`config.mk`:
```
export PLATFORM = sky130hd
export DESIGN_NAME = icache_refill
export DESIGN_NICKNAME = d
export VERILOG_FILES = /design/src/rtl/icache_refill.sv
export SDC_FILE = /design/constraint.sdc
export NUM_CORES = 1
export LEC_CHECK = 0
export ABC_AREA = 1
export CAP_MARGIN = 20
export CORE_MARGIN = 2
export CORE_UTILIZATION = 50
export DETAILED_ROUTE_END_ITERATION = 10
export GPL_ROUTABILITY_DRIVEN = 0
export PLACE_DENSITY = 0.86
export SYNTH_ARGS = -nofsm -noshare
export SYNTH_HDL_FRONTEND = slang
export SYNTH_SLANG_ARGS = --single-unit
```
`constraint.sdc`:
```
create_clock -name clock -period 7.3 [get_ports clock]
set_clock_uncertainty 0.2 [all_clocks]
set_input_delay 1.095 -clock clock [delete_from_list [all_inputs] [get_ports clock]]
set_output_delay 1.095 -clock clock [all_outputs]
set_load 0.02 [all_outputs]
```
`src/rtl/icache_refill.sv`:
```
// icache_refill: fetches one I-cache line word by word from instruction memory and hands it back whole.
// Build option ICACHE_CRITICAL_WORD_FIRST_EN: fetch starts at the missing word and forwards it on crit_*.
module icache_refill #(
    parameter int TEXT_BITS  = 12,
    parameter int LINE_WORDS = 4,
    localparam int AW        = TEXT_BITS - 2,
    localparam int OFF_BITS  = $clog2(LINE_WORDS),
    localparam int IW        = AW - OFF_BITS
) (
    input  logic                     clock,
    input  logic                     reset,
    input  logic                     req_valid,
    output logic                     req_ready,
    input  logic [AW-1:0]            req_addr,
    input  logic                     flush,
    output logic                     mem_ren,
    output logic [AW-1:0]            mem_addr,
    input  logic [31:0]              mem_dout,
    output logic                     fill_valid,
    input  logic                     fill_ready,
    output logic [IW-1:0]            fill_addr,
    output logic [32*LINE_WORDS-1:0] fill_line,
    output logic                     crit_valid,
    output logic [31:0]              crit_data
);

    // state | meaning
    // IDLE  | waiting for a miss request
    // FETCH | one memory read per cycle, LINE_WORDS cycles
    // DONE  | full line offered on fill_*, waiting for fill_ready

`ifdef ICACHE_CRITICAL_WORD_FIRST_EN
    localparam bit CWF = 1'b1;
`else
    localparam bit CWF = 1'b0;
`endif

    typedef enum logic [1:0] {IDLE, FETCH, DONE} state_t;

    state_t                     state, state_nxt;
    logic [IW-1:0]              line_idx;
    logic [OFF_BITS-1:0]        start_off, cnt, slot, req_start;
    logic [AW-1:0]              cur_addr, last_addr;
    logic [32*LINE_WORDS-1:0]   line_q;
    logic                       last_word;

    // Offset arithmetic is OFF_BITS wide so it wraps inside the line and never touches the index.
    assign slot      = start_off + cnt;
    assign cur_addr  = {line_idx, slot};
    assign last_word = (cnt == OFF_BITS'(LINE_WORDS - 1));
    assign req_start = req_addr[OFF_BITS-1:0] & {OFF_BITS{CWF}};

    assign mem_addr  = (state == FETCH) ? cur_addr : last_addr;
    assign fill_addr = line_idx;
    assign fill_line = line_q;

    assign crit_valid = CWF && (state == FETCH) && (cnt == '0);
    assign crit_data  = crit_valid ? mem_dout : 32'h0;

    always_ff @(posedge clock or posedge reset) begin
        if (reset) state <= IDLE;
        else       state <= state_nxt;
    end

    always_comb begin
        state_nxt  = state;
        req_ready  = 1'b0;
        mem_ren    = 1'b0;
        fill_valid = 1'b0;
        case (state)
            IDLE: begin
                req_ready = 1'b1;
                if (req_valid) state_nxt = FETCH;
            end
            FETCH: begin
                mem_ren = 1'b1;
                if (last_word) state_nxt = DONE;
            end
            DONE: begin
                fill_valid = 1'b1;
                if (fill_ready) state_nxt = IDLE;
            end
            default: state_nxt = IDLE;
        endcase
        if (flush) state_nxt = IDLE;
    end

    always_ff @(posedge clock or posedge reset) begin
        if (reset) begin
            line_idx  <= '0;
            start_off <= '0;
            cnt       <= '0;
            last_addr <= '0;
            line_q    <= '0;
        end else begin
            if (state == FETCH) last_addr <= cur_addr;
            if (flush) begin
                cnt <= '0;
            end else begin
                case (state)
                    IDLE: begin
                        if (req_valid) begin
                            line_idx  <= req_addr[AW-1:OFF_BITS];
                            start_off <= req_start;
                            cnt       <= '0;
                        end
                    end
                    // Counter rolls over to zero on the last word, ready for the next line.
                    FETCH: begin
                        line_q[32*slot +: 32] <= mem_dout;
                        cnt                   <= cnt + 1'b1;
                    end
                    default: ;
                endcase
            end
        end
    end

endmodule

```
### Yosys cells after proc, flatten, opt, wreduce, memory -nomap -nowiden

Cells that the tools add are included.

| operators by class | value |
|---|---|
| reduce and logical (&&, ||, !) cells | 6 |
| add/sub/neg operators | 2 |
| shift operators | 2 |
| muxes and demuxes | 13 |
| eq/ne operators | 6 |
| bitwise operators | 1 |

Operators with widths:

| kind | number |
|---|---|
| $bwmux 128 | 1 |
| $shift 32x34->128 const A | 1 |
| $shiftx 32x34->128 | 1 |
| $neg 7->34 | 1 |
| $mux 2 | 6 |
| $mux 10 | 1 |
| $ne 3x3->1 const B | 3 |
| $pmux 2 s3 | 1 |
| $reduce_and 3->1 | 2 |
| $eq 2x2->1 const B | 2 |
| $pmux 2 s2 | 1 |
| $reduce_and 2->1 | 2 |
| $mux 1 | 3 |
| $reduce_bool 3->1 | 1 |
| $add 2x1->2 const B | 1 |
| $eq 2x1->1 const B | 1 |
| $logic_not 2->1 | 1 |
| $not 1->1 | 1 |

| word-level totals | value |
|---|---|
| logic and storage cells | 35 |
| register bits after elaboration | 150 |
| output and inout port bits | 182 |

### Logic depth before layout (Yosys ltp)

| logic depth | value |
|---|---|
| depth after elaboration | 4 |
| gate-level depth with buffers | 10 |
| gate-level depth less buffers | 7 |

### Worst setup path before layout

No wires, ideal clock.

| timing path | value |
|---|---|
| path type | flip-flop to output port |
| start | reg cnt[0] |
| end | out mem_addr[0] |
| data arrival time | 1.335 ns |
| cell stages (with the launch flop) | 5 |
| setup slack | 4.670 ns |
| cells stage by stage | dfrtp_1 -> buf_2 -> inv_1 -> buf_2 -> o21ai_0 |

| on the way | value |
|---|---|
| word-level cells in the longest chain between the ends | 1 |

Ends and longest elaborated chain:

| what | RTL line | RTL |
|---|---|---|
| from (decl) | 42 | `logic [OFF_BITS-1:0] start_off, cnt, slot, req_start;` |
| from (signal assigned) | 111 | `cnt <= cnt + 1'b1;` |
| $mux 10 | 53 | `assign mem_addr = (state == FETCH) ? cur_addr : last_addr;` |
| to (decl) | 17 | `output logic [AW-1:0] mem_addr,` |

No other way between the ends.

### Worst setup path after layout

Ends and elaborated chain as after synthesis.

==> results.toml <==
[yosys]
synth_most_common_cell = "nand2_1"
yosysTopAreaCell = "dfrtp_1"
synth_flop_cell = "dfrtp_1"
synth_xor_area_share_pct = 0
syn_avg_cell_area_um2 = 8.21
yosys.area_share.simple_pct = 25.1
synth-seq-cells = 150
synth_area_um2 = 6910
synth_compound_area_share_pct = 7.64
synth_commonest_cells = "nand2_1, dfrtp_1, o21ai_0"
synthCells = 841
synthMuxAreaShare_pct = 0
yosysWarningCount = 0
yosys.area_share.adder_pct = 1.09
yosys-top-cells-area = "dfrtp_1, nand2_1, o21ai_0"
ys_seq_area_share_pct = 54.3
synth_top_area_share_pct = 54.3
synth_top_family_by_area = "simple AND/OR/NAND/NOR gates"
async_reset_ff_share_pct = 100
synth_edf_count = 0
synth.distinct_cells = 26

[cts]
postCtsSetupBuffers = 0
cts_hold_buf = 0
cts_made_buffers = 17
cts.sinks = 150
cts_root_buffer = "clkbuf_16"
htree_levels = 4
cts_tree = "done"
clkTransAtPathRegs_ps = 60
ctsResizeCount = 0
worstSkewPairLatency_ps = 420
clk_path_buf_depth = 2

[timing]
fin_crit_ps = 4370
slew_headroom_pct = 31.5
tightest_slew_ps = 1020
setup_tns_ps = 0
rsz0062_at_grt = "false"
max_freq_mhz = 229
period_share_pct = 59.9
hold_viol = 0
hold_slack_ps = 276
setup_viol = 0
slew_violations = 0

[critical_path]
start_kind = "register"
cp_max_fo = 31
endpoint_kind = "output pin"
cp.required_ps = 6000
cp.arrival_ps = 3080
crit_type = "register to output pin"

[power]
ir_drop_mv = 0.211
design_power_total_uw = 2650
power_density_nw_per_um2 = 287
leakage_uw = 0.00450

[final_layout]
syn2layout_area_growth_pct = 33.9
fin_nets = 1062
layout-drive-gt1-share_pct = 5.97
n_antenna_cell = 0

[global_route]
grt_pass1_vias = 5585
grt_max_degree = 91
grt_pass1_wl_um = 29500
antenna_found_initial = 0
gr-total-overflow = 0
track_usage_pct = 26.0

[routing]
drt-pass1-iter-count = 5
ant_nets = 0
drt-total-wl_um = 18300
route.detailed.drc = 0
via_per_inst = 4.96
vias = 5936
wl_per_cell_um = 15.3
drt_iter0_drc = 636

[die]
die_area_um2 = 14800
start_util_pct = 51.8
io_pins = 229
die_x_um = 122
die_height_um = 122
core_area_um2 = 13300
fp-row-count = 42

[placed_design]
hpwlAfterDp_um = 12600
numPortBuffers = 193

[outcome]
outcome = "complete, no violations"

[run]
drv_cap = 0

[hold_path]
hold_class = "register to register"
-- cell type report --
class                           instances  area (µm²)
Tap cell                              176         220
Sequential cell                       150        3750
Inverter                               78         300
Clock buffer                           22         474
Fill cell                            1032        4100
Clock inverter                          9        77.6
Timing Repair Buffer                  197        1960
Multi-Input combinational cell        565        2460
-- metrics by stage --
stage	util, %	area, µm²	worst slack (ps)	std cells
5_1_grt	69.3	9250	2680	1197
3_5_place_dp	65.2	8700	3410	1166
3_3_place_gp	65.2	8700	3420	1166
6_report	69.3	9250	2930	1197
4_1_cts	69.3	9250	2920	1197
2_1_floorplan	-	7030	1970	873
-- sequential cells by signal, summed over array words and instances, names as in the netlist --
name,flops
fill_line,128
cnt,2
state,2
fill_addr,8
last_addr,10
-- kinds of logic (layout without fill, tap and decap cells) --
logic type | Yosys count | count (layout)
compound gates | 98 | 98
fa+ha+maj | 6 | 6
buf+inv | 158 | 306
flops | 150 | 150
other cells | 1 | 33
simple gates | 428 | 428
-- critical path: stages (launching register included) --
cell             delay, ps
dfrtp_1               1020
inv_1                  460
o21ai_0                480
clkdlybuf4s50_1        690
-- routing by layer --
layer  global-route usage, %  up-vias  routed length [µm]
li1                        -     2858                   -
met4                    10.6        0                 538
met3                    5.52       38                1170
met1                    36.7     2780                8240
met5                       0        -                   0
met2                    39.3      260                8340
-- report_power, final --
part / switching (µW) / internal (µW)
sequential: 82.7 / 960
combinational: 468 / 321
clock: 331 / 490
-- layout by cell type, fill, tap and decap left out --
cell type and count:
nand2_1 326, clkdlybuf4s50_1 193, dfrtp_1 150, o21ai_0 74, inv_1 70, nand3_1 43
nor2_1 41, conb_1 33, clkbuf_16 17, o21ai_1 14, o21ai_2 10, ha_1 6
inv_2 5, nor3_1 5, clkinv_2 5, buf_4 4, nand2_4 3, nor2_2 3
clkbuf_8 3, clkinvlp_4 3, nand2_2 2, nand4_1 2, clkbuf_1 2, nor2_8 1
clkinv_1 1, inv_6 1, nand3_2 1, nor2_4 1, inv_4 1, bufinv_16 1
-- final timing paths --
path                                          start                          to  slack [ps]  cells past startpoint
max                              cnt[0]$_DFFE_PP0P_                 mem_addr[0]        2930                      3
max in group asynchronous                     reset    fill_line[2]$_DFFE_PP0P_        4620                      3
min in group asynchronous                     reset  fill_line[122]$_DFFE_PP0P_        1020                      2
min reg2reg                fill_line[0]$_DFFE_PP0P_    fill_line[0]$_DFFE_PP0P_         280                      2
min                        fill_line[0]$_DFFE_PP0P_    fill_line[0]$_DFFE_PP0P_         280                      2
max reg2reg                      cnt[0]$_DFFE_PP0P_   fill_line[67]$_DFFE_PP0P_        3880                      5
Note: power is estimated with default switching activity, not from simulation.
